--- src/rtl/fft_pkg.sv ---
// rtl/fft_pkg.sv - shared types and defaults for the FFT input RAM writer
// Purpose: state encoding of the write FSM and default RAM geometry.
// Ports: none (package).
package fft_pkg;

  // Default RAM word width ({im,re}, each half DRAMWIDTH/2 bits) and address width.
  localparam int FFT_DRAMWIDTH = 32;
  localparam int FFT_ARAMWIDTH = 7;

  typedef enum logic [1:0] {
    ST_IDLE = 2'd0,
    ST_FILL = 2'd1,
    ST_LAST = 2'd2,
    ST_DONE = 2'd3
  } fft_wr_state_t;

endpackage

--- src/rtl/fft_bitrev.sv ---
// rtl/fft_bitrev.sv - combinational bit reversal of an address
// Purpose: maps a linear sample index to its bit-reversed RAM address.
// Ports:
//   din  - WIDTH-bit linear index
//   dout - WIDTH-bit bit-reversed index (dout[i] = din[WIDTH-1-i])
module fft_bitrev #(
  parameter int WIDTH = 7
) (
  input  logic [WIDTH-1:0] din,
  output logic [WIDTH-1:0] dout
);

  for (genvar i = 0; i < WIDTH; i++) begin : g_rev
    assign dout[i] = din[WIDTH-1-i];
  end

endmodule

--- src/rtl/fft_write_ram.sv ---
// rtl/fft_write_ram.sv - fills one FFT frame of complex samples into RAM
// Purpose: accepts N = 2^ARAMWIDTH samples after a start pulse, writes each
//   one to RAM a cycle after acceptance, then pulses frame_done for the reader.
// Build option: FFT_WRITE_BITREV_EN - write addresses are the bit-reversed
//   sample index instead of the linear index.
// Ports:
//   clk_in, rst_n_in       - clock, synchronous active-low reset
//   start_in               - arm a frame fill (IDLE only)
//   abort_in               - abandon the current frame
//   sample_valid, re_in, im_in, sample_ready - sample handshake
//   ram_addr, ram_wdata, write_en             - RAM write port ({im,re})
//   busy                   - not IDLE
//   frame_done             - one-cycle frame-complete pulse
module fft_write_ram
  import fft_pkg::*;
#(
  parameter int DRAMWIDTH = FFT_DRAMWIDTH,
  parameter int ARAMWIDTH = FFT_ARAMWIDTH
) (
  input  logic                   clk_in,
  input  logic                   rst_n_in,
  input  logic                   start_in,
  input  logic                   abort_in,
  input  logic                   sample_valid,
  input  logic [DRAMWIDTH/2-1:0] re_in,
  input  logic [DRAMWIDTH/2-1:0] im_in,
  output logic                   sample_ready,
  output logic [ARAMWIDTH-1:0]   ram_addr,
  output logic [DRAMWIDTH-1:0]   ram_wdata,
  output logic                   write_en,
  output logic                   busy,
  output logic                   frame_done
);

  localparam logic [ARAMWIDTH-1:0] CNT_LAST = '1;

  fft_wr_state_t        state;
  fft_wr_state_t        state_nxt;
  logic [ARAMWIDTH-1:0] cnt;
  logic [ARAMWIDTH-1:0] addr_map;
  logic                 accept;

  // Abort wins over a sample offered in the same cycle: it is neither written
  // nor counted. sample_ready is still high then because it depends on state only.
  assign accept = (state == ST_FILL) && sample_valid && !abort_in;

`ifdef FFT_WRITE_BITREV_EN
  fft_bitrev #(
    .WIDTH(ARAMWIDTH)
  ) u_bitrev (
    .din (cnt),
    .dout(addr_map)
  );
`else
  assign addr_map = cnt;
`endif

  // State register
  always_ff @(posedge clk_in) begin
    if (!rst_n_in) begin
      state <= ST_IDLE;
    end else begin
      state <= state_nxt;
    end
  end

  // Next-state logic
  always_comb begin
    state_nxt = state;
    case (state)
      ST_IDLE: if (start_in) state_nxt = ST_FILL;
      ST_FILL: if (accept && (cnt == CNT_LAST)) state_nxt = ST_LAST;
      ST_LAST: state_nxt = ST_DONE;
      ST_DONE: state_nxt = ST_IDLE;
      default: state_nxt = ST_IDLE;
    endcase
    if (abort_in) state_nxt = ST_IDLE;
  end

  // State-decoded outputs
  always_comb begin
    sample_ready = 1'b0;
    busy         = 1'b1;
    frame_done   = 1'b0;
    case (state)
      ST_IDLE: busy         = 1'b0;
      ST_FILL: sample_ready = 1'b1;
      ST_DONE: frame_done   = 1'b1;
      default: ;
    endcase
  end

  // Sample counter; the increment after index N-1 wraps to 0 naturally.
  always_ff @(posedge clk_in) begin
    if (!rst_n_in) begin
      cnt <= '0;
    end else if (abort_in) begin
      cnt <= '0;
    end else if ((state == ST_IDLE) && start_in) begin
      cnt <= '0;
    end else if (accept) begin
      cnt <= cnt + 1'b1;
    end
  end

  // One-cycle write pipeline. The final write lands in LAST, so frame_done
  // (DONE) can never overlap a write. A write registered before an abort
  // still goes out in the abort cycle.
  always_ff @(posedge clk_in) begin
    if (!rst_n_in) begin
      write_en  <= 1'b0;
      ram_addr  <= '0;
      ram_wdata <= '0;
    end else begin
      write_en <= accept;
      if (accept) begin
        ram_addr  <= addr_map;
        ram_wdata <= {im_in, re_in};
      end
    end
  end

endmodule
--- config.mk ---
export PLATFORM = sky130hd
export DESIGN_NAME = fft_write_ram
export DESIGN_NICKNAME = d
export VERILOG_FILES = /design/src/rtl/fft_pkg.sv /design/src/rtl/fft_bitrev.sv /design/src/rtl/fft_write_ram.sv
export SDC_FILE = /design/constraint.sdc
export NUM_CORES = 1
export LEC_CHECK = 0
export CAP_MARGIN = 20
export CORE_ASPECT_RATIO = 0.8
export CORE_MARGIN = 2
export CORE_UTILIZATION = 30
export CTS_CLUSTER_SIZE = 14
export DETAILED_ROUTE_END_ITERATION = 8
export MAX_ROUTING_LAYER = met4
export PLACE_DENSITY_LB_ADDON = 0.2
export SYNTH_ARGS = -nofsm -noshare
export SYNTH_HDL_FRONTEND = slang
export SYNTH_SLANG_ARGS = --single-unit
--- constraint.sdc ---
create_clock -name clk_in -period 1.9 [get_ports clk_in]
set_input_delay 0.38 -clock clk_in [delete_from_list [all_inputs] [get_ports clk_in]]
set_output_delay 0.38 -clock clk_in [all_outputs]
set_load 0.02 [all_outputs]
# Yosys cells after proc, flatten, opt, wreduce, memory -nomap -nowiden
# Index checks and enable logic that the tools add are counted.
# W data, S select, Z words.
[totals] regBits=49 input_bits=37
[op_classes] n_reduce_logical=9 bitwise=1 mux=6 n_addsub=1 n_eq_ne=6
[op_table] op="$pmux W2 S4" n=1
[op_table] op="$add A7 B1 Y7 const B" n=1
[op_table] op="$eq A7 B7 Y1 const B" n=1
[op_table] op="$eq A2 B2 Y1 const B" n=2
[op_table] op="$logic_and A1 B1 Y1" n=4
[op_table] op="$mux W2" n=2
[op_table] op="$mux W1" n=3
[op_table] op="$reduce_or A3 Y1" n=1
[op_table] op="$eq A2 B1 Y1 const B" n=1
[op_table] op="$logic_not A2 Y1" n=1
[op_table] op="$ne A2 B1 Y1 const B" n=1
[op_table] op="$ne A2 B2 Y1 const B" n=1
[op_table] op="$reduce_and A2 Y1" n=1
[op_table] op="$reduce_or A2 Y1" n=1
[op_table] op="$logic_not A1 Y1" n=1
[op_table] op="$not A1 Y1" n=1

# Depth between registers and ports, before layout
# Gate-level depths: netlist of the first run.
[depth] depth_word=6 ltp_mapped=7

# Least setup slack after synthesis of the first run
# Ideal clock, no wire load.
[synth_timing] path_kind="register to register" from="register state[1]" to="register cnt[5], in the netlist addr_map[5]" required_time_ns=1.780 setup_slack_ns=0.406 path_stages_with_launch=8 period_less_slack_ns=1.494 arrival_ns=1.374 path_cell_list="dfxtp_1 > inv_1 > ha_1 > and3b_1 > buf_4 > nand4_1 > xor2_1 > nor2_1"
[synth_between] elab_chain_len=3 word_cells_on_any_way=6 cone_classes="eq/ne (1); reduce/logical (5)"
[synth_lines] element="start, declared" line="fft_write_ram.sv:37" text="fft_wr_state_t state;"
[synth_lines] element="start signal, assigned" line="fft_write_ram.sv:63" text="state <= state_nxt;"
[synth_lines] element="$logic_not A2 Y1 / $eq A2 B1 Y1 (equally long branches)" line="fft_write_ram.sv:99, fft_write_ram.sv:45"
[synth_lines] element="$logic_and A1 B1 Y1, on equally long branches" line="fft_write_ram.sv:99, fft_write_ram.sv:45"
[synth_lines] element="$reduce_or A3 Y1 (no source line) / $logic_and A1 B1 Y1 (equally long branches)"
[synth_lines] element="end signal, assigned" line="fft_write_ram.sv:102" text="cnt <= cnt + 1'b1;"
[synth_lines] element="end, declared" line="fft_write_ram.sv:39" text="logic [ARAMWIDTH-1:0] cnt;"
# Several ways; a longest one is shown, not always the timed one.
# A chain may end at the register's enable or synchronous reset.

# Worst setup path after layout of the first run
[layout_timing] from="register state[1]" to="output frame_done"
[layout_between] elab_chain_len=2
[layout_lines] element="$eq A2 B2 Y1" line="fft_write_ram.sv:85" text="case (state)"
[layout_lines] element="$mux W1" line="fft_write_ram.sv:85"
[layout_lines] element="end, declared" line="fft_write_ram.sv:32" text="output logic frame_done"
# Every way passes these cells.

==> results of run 1 <==
-- final timing paths --
kind,startpoint,to,slack (ps),depth (start not counted)
hold / removal,ram_wdata[13],ram_wdata[13],460,2
hold reg to reg,ram_wdata[13],ram_wdata[13],460,2
setup / recovery,state[1],frame_done,100,2
setup reg to reg,state[1],ram_wdata[6],400,6
-- flip-flops by register name, indices dropped and copies added (netlist names) --
register and count:
ram_wdata 32, addr_map 7, ram_addr 7, state 2, write_en 1
-- cells by family after synthesis --
kind of cell             Yosys count
flip-flops                        49
adder cells (fa/ha/maj)            6
buffers and inverters             17
AO/OA/AOI/OAI                     45
XOR/XNOR                           5
multiplexers                       2
AND/OR/NAND/NOR                  101
-- per-stage QoR --
step | hold slack [ps] | power, uW | utilization
after floorplan | 462 | 1170 | -
after global placement | 440 | 1290 | 0.445
after detailed placement | 448 | 1290 | 0.445
after CTS | 458 | 2060 | 0.463
after global routing | 485 | 2130 | 0.463
final | 455 | 2030 | 0.463
-- worst register-to-register path, delay by kind of cell, from the launching register on --
kind            cells  cell delay (ps)
simple gates        2              370
fa+ha+maj           1              250
compound gates      1              160
buf+inv             2              320
flops               1              350
-- layout by cell type (no fill, tap or decap), types with 2 or more instances in the layout --
cell type / count
sky130_fd_sc_hd__o21ai_0: 2
sky130_fd_sc_hd__a21oi_1: 2
sky130_fd_sc_hd__nand4_1: 4
sky130_fd_sc_hd__a21boi_1: 3
sky130_fd_sc_hd__clkbuf_8: 6
sky130_fd_sc_hd__dlygate4sd2_1: 2
sky130_fd_sc_hd__mux2i_1: 2
sky130_fd_sc_hd__dfxtp_1: 49
sky130_fd_sc_hd__inv_1: 4
sky130_fd_sc_hd__clkdlybuf4s50_1: 77
sky130_fd_sc_hd__ha_1: 6
sky130_fd_sc_hd__buf_4: 5
sky130_fd_sc_hd__nor2_1: 5
sky130_fd_sc_hd__nand2_1: 85
sky130_fd_sc_hd__a21boi_0: 36
sky130_fd_sc_hd__xor2_1: 4
-- routing by layer --
layer  wire length (um)  global-route usage  vias to the layer above
met2               1800               0.181                       56
li1                   -                   -                      882
met1               2120               0.167                      750
met5                  0                   -                        -
met3                420              0.0435                        5
met4                 34              0.0304                        0
-- power by group through the flow --
stage	clock, uW	combinational, uW	sequential [uW]
5_1_grt	846	234	1050
6_report	767	214	1050
2_1_floorplan	0	79.4	1090
3_5_place_dp	0	220	1070
3_3_place_gp	0	220	1070
4_1_cts	796	218	1050
-- layout make-up --
type,instances,share of cell area
Clock buffer,6,0.0280
Clock inverter,2,0.0127
Inverter,4,0.00508
Multi-Input combinational cell,159,0.300
Sequential cell,49,0.332
Tap cell,84,0.0356
Timing Repair Buffer,85,0.286
==> flow_summary.json, run 1 <==
{
  "worst_ep_required_time_ps": 1520,
  "gpl.final_weighted_congestion": 0.695,
  "critPathBufInv": 1,
  "power.share.sequential": 0.517,
  "floorplan.io_pins": 80,
  "synth_area_um2": 1960,
  "vdd.ir_drop.worst_uv": 313,
  "layout-drive-gt1-share": 0.0525,
  "pre_cts_slack_ps": 163,
  "power_dens_cells_nw_per_um2": 687,
  "internal_power_uw": 1590,
  "cts_htree_levels": 2,
  "detailroute.via_count": 1693,
  "synth_area_leaders": "sky130_fd_sc_hd__dfxtp_1, sky130_fd_sc_hd__nand2_1, sky130_fd_sc_hd__a21boi_0",
  "grt_antenna_before_repair": 0,
  "hold_class": "flop to flop",
  "tns_ps": 0,
  "synth_top_cell_by_area": "sky130_fd_sc_hd__dfxtp_1",
  "sequential_cell_area_um2": 981,
  "die_area_um2": 7220,
  "critical_path.endpoint_type": "output pin",
  "nFillCells": 651,
  "timing.final.crit_share": 0.949,
  "cell_at_the_root_of_the_clock_tree": "sky130_fd_sc_hd__clkbuf_8",
  "placement.io_buffers": 79,
  "initial_drc_count": 44,
  "grt_overflow_total": 0,
  "netSwitchingPower_uw": 436,
  "setup_slack_ps": 97.4,
  "number_of_rows_created_at_floorplan": 26,
  "timing.max_cap.violations": 0,
  "antenna_cells": 0,
  "postCtsSetupRepairBufs": 0,
  "stdcell_count": 389,
  "tritoncts_clock_tree": "done",
  "clk_pin_slew_worst_paths_ps": 90,
  "post_drt_via_cell_ratio": 4.35,
  "wirelength_um": 4380,
  "start_util": 0.308,
  "syn_nets": 268,
  "grt_usage": 0.125,
  "area_taken_by_multi_input_logic_gates_um2": 886,
  "synth-edff-count": 0,
  "timing.final.max_slew_violations": 0,
  "synth_area_per_cell_um2": 8.73,
  "synth_flop_cell": "sky130_fd_sc_hd__dfxtp_1",
  "hpwl_um": 3070,
  "ant_nets": 0,
  "core_footprint_um2": 6380,
  "timing_hold_violations_final": 0,
  "post_synthesis_sequential_area_ratio": 0.499,
  "grt_setup_unrepaired": "false",
  "async_reset_ff_frac": 0,
  "drt_pass_1_iters": 4,
  "holdBufCountCts": 0,
  "dieWidth_um": 94.5,
  "synth-adder-area-share": 0.0382,
  "numCtsBuffers": 5,
  "run_status": "finished clean",
  "worst-path-max-fanout": 4,
  "post-place-cells": 381,
  "synth-xor-area-share": 0.0223,
  "cp-start-kind": "flop",
  "synth_commonest_cells": "sky130_fd_sc_hd__nand2_1, sky130_fd_sc_hd__dfxtp_1, sky130_fd_sc_hd__a21boi_0",
  "route.detailed.wl_per_inst_um": 11.3,
  "postLayoutCellArea_um2": 2950,
  "max_slew.worst_pin.slew_ps": 346,
  "crit_slowest_cell": "sky130_fd_sc_hd__clkdlybuf4s50_1",
  "clk_path_buf_depth": 2,
  "nets": 347,
  "clk-insertion-delay-late_ps": 300,
  "cp_top_family": "buffers and inverters",
  "finalSetupViolCount": 0,
  "yosys.area_share.simple": 0.210,
  "yosys.area.top_type_share": 0.499,
  "synth_top_family_by_area": "simple AND/OR/NAND/NOR gates",
  "power_frac_comb": 0.105,
  "via_count_of_the_first_global_routing_pass": 1510,
  "synth.mux.area_fraction": 0.0102,
  "worstPathCellList": "ha_1 -> clkdlybuf4s50_1",
  "compound_cell_area_share_of_the_yosys_netlist": 0.169,
  "cts.sinks": 49,
  "cts_repair_resize_count": 2,
  "grt_max_degree": 41,
  "layout_min_cycle_time_ps": 1800,
  "yosysMostFrequentCell": "sky130_fd_sc_hd__nand2_1",
  "timing.fmax_mhz": 555,
  "clock_power_share": 0.378,
  "critical_path.max_stage_delay_ps": 590,
  "power.share.switching": 0.215,
  "ys_types": 27,
  "postSynthCellCount": 225,
  "area_growth_syn_to_layout_pct": 50.3,
  "slew-limit-headroom": 0.770,
  "ys.warnings.count": 0,
  "first_pass_grt_wire_length_um": 7000,
  "post_dp_cell_area_um2": 2840,
  "die_y_um": 76.4,
  "synth.ff_latch_count": 49,
  "drc": 0,
  "criticalPathCategory": "flop to output pin",
  "worst_clock_skew_ps": 7.63,
  "leakage_power_figure_uw": 0.00102,
  "arrival_ps": 1420
}
Power figures use the tool's default switching activity.
==> run 2: changes to the inputs <==
--- a/config.mk
+++ b/config.mk
@@ -8,7 +8,7 @@
 export CAP_MARGIN = 20
 export CORE_ASPECT_RATIO = 0.8
 export CORE_MARGIN = 2
-export CORE_UTILIZATION = 30
+export CORE_UTILIZATION = 42
 export CTS_CLUSTER_SIZE = 14
 export DETAILED_ROUTE_END_ITERATION = 8
 export MAX_ROUTING_LAYER = met4
==> run 2 against run 1 <==
Against the previous run: clock power down 5.0%; worst hold slack worse by 1.4 ps; routed wire length down 7.2%; critical endpoint unchanged; largest cell class unchanged; largest power group unchanged; highest routed layer unchanged.
==> flow_summary.json, run 2 (synthesis results as in run 1) <==
{
  "sequential_cell_area_um2": 981,
  "finalSetupViolCount": 0,
  "grt_usage": 0.170,
  "grt_max_degree": 41,
  "timing.final.crit_share": 0.964,
  "gpl.final_weighted_congestion": 0.809,
  "hold_class": "flop to flop",
  "final_common_cell": "sky130_fd_sc_hd__nand2_1",
  "cp_top_family": "buffers and inverters",
  "first_pass_grt_wire_length_um": 6770,
  "worst_hold_slack_ps": 454,
  "reg_to_reg_endpoint": "ram_wdata[25]",
  "detailroute.via_count": 1685,
  "floorplan.io_pins": 80,
  "clk_path_buf_depth": 2,
  "r2r_slack_ps": 260,
  "clk_pin_slew_worst_paths_ps": 90,
  "r2r.worst_path.cells": 6,
  "criticalPathCategory": "flop to output pin",
  "vdd.ir_drop.worst_uv": 620,
  "grt_setup_unrepaired": "false",
  "timing.final.max_slew_violations": 0,
  "tns_ps": 0,
  "die_area_um2": 5240,
  "min_to": "ram_wdata[13]",
  "post-place-cells": 357,
  "cts_repair_resize_count": 2,
  "max_slew.worst_pin.slew_ps": 336,
  "via_count_of_the_first_global_routing_pass": 1572,
  "start_util": 0.433,
  "cell_at_the_root_of_the_clock_tree": "sky130_fd_sc_hd__clkbuf_8",
  "worst-path-max-fanout": 4,
  "leakage_power_figure_uw": 0.00102,
  "drt_pass_1_iters": 4,
  "stdcell_count": 365,
  "clk-insertion-delay-late_ps": 300,
  "cp-start-kind": "flop",
  "power_dens_cells_nw_per_um2": 684,
  "die_y_um": 65.2,
  "min-delay-start": "ram_wdata[13]",
  "route.detailed.wl_per_inst_um": 11.1,
  "arrival_ps": 1450,
  "grt_antenna_before_repair": 0,
  "timing.fmax_mhz": 546,
  "layout_min_cycle_time_ps": 1830,
  "initial_drc_count": 72,
  "antenna_cells": 0,
  "nFillCells": 406,
  "nets": 347,
  "postCtsSetupRepairBufs": 0,
  "placement.io_buffers": 79,
  "crit_slowest_cell": "sky130_fd_sc_hd__clkdlybuf4s50_1",
  "drc": 0,
  "core_footprint_um2": 4540,
  "grt_overflow_total": 0,
  "worst_ep_required_time_ps": 1520,
  "post_drt_via_cell_ratio": 4.62,
  "cts_htree_levels": 2,
  "critical_path.reg2reg.startpoint": "state[1]",
  "whs_path_depth": 2,
  "critical_path.endpoint_type": "output pin",
  "layout_common_cells": "sky130_fd_sc_hd__nand2_1, sky130_fd_sc_hd__clkdlybuf4s50_1, sky130_fd_sc_hd__dfxtp_1, sky130_fd_sc_hd__a21boi_0, sky130_fd_sc_hd__ha_1",
  "final_util": 0.641,
  "number_of_rows_created_at_floorplan": 22,
  "numCtsBuffers": 5,
  "tritoncts_clock_tree": "done",
  "wirelength_um": 4060,
  "area_taken_by_multi_input_logic_gates_um2": 885,
  "largest_reg_flops": 32,
  "timing_hold_violations_final": 0,
  "run_status": "finished clean",
  "hpwl_um": 2870,
  "dieWidth_um": 80.5,
  "layout-drive-gt1-share": 0.0459,
  "timing.max_cap.violations": 0,
  "critPathBufInv": 1,
  "holdBufCountCts": 0,
  "worstPathCellList": "ha_1 -> clkdlybuf4s50_1",
  "critical_path.max_stage_delay_ps": 590,
  "area_growth_syn_to_layout_pct": 48.3,
  "worst_clock_skew_ps": 5.99,
  "slew-limit-headroom": 0.776,
  "registers.top_by_ff_count": "ram_wdata",
  "cts.sinks": 49,
  "ant_nets": 0
}
[run 2: changes by cell type in the layout (fill, tap and decap cells not counted), sizes merged]
| cell | delta |
|---|---|
| clkinv | +1 |
| clkinvlp | -1 |
[run 2: per-stage QoR]
stage	power (uW)	worst slack [ps]	area, um2
6_report	1990	67.7	2910
2_1_floorplan	1170	406	1960
4_1_cts	2020	47.1	2910
3_3_place_gp	1290	143	2800
5_1_grt	2070	0.644	2910
3_5_place_dp	1290	89.0	2800
[run 2: area by class of cell]
cell class | count | share of cell area
multi-input cells | 159 | 0.304
inverters | 4 | 0.00515
clock buffers | 6 | 0.0249
well taps | 60 | 0.0258
flip-flops and latches | 49 | 0.337
clock inverters | 2 | 0.0133
repair buffers | 85 | 0.290
[run 2: per-layer routing]
metal / vias up / share of wire / global-route usage
met5: - / 0 / -
met4: 0 / 0.0034 / 0.0508
met3: 2 / 0.089 / 0.0714
met2: 56 / 0.43 / 0.260
met1: 742 / 0.48 / 0.205
li1: 885 / - / -
[run 2: worst max-delay path by stage]
stage	startpoint	to	slack (ps)	depth (start not counted)
finish	state[1]	frame_done	70	2
global route	state[1]	frame_done	0.6	2
CTS	state[1]	frame_done	50	2
detailed placement	abort_in	ram_wdata[3]	90	5
global placement	abort_in	addr_map[0]	140	5
floorplan	state[1]	addr_map[5]	410	7
[run 2: worst min-delay path: cells and delay by family (launching register included)]
family,cells,cell delay [ps]
DFF,1,310
and+or+nand+nor,1,50
AOI/OAI and AO/OA,1,50
[run 2: power by group]
| part | internal, uW | switching, uW | leakage [uW] |
|---|---|---|---|
| Combinational | 125 | 88.2 | 0.000569 |
| Clock | 395 | 334 | 0.0000554 |
| Sequential | 1040 | 7.89 | 0.000395 |
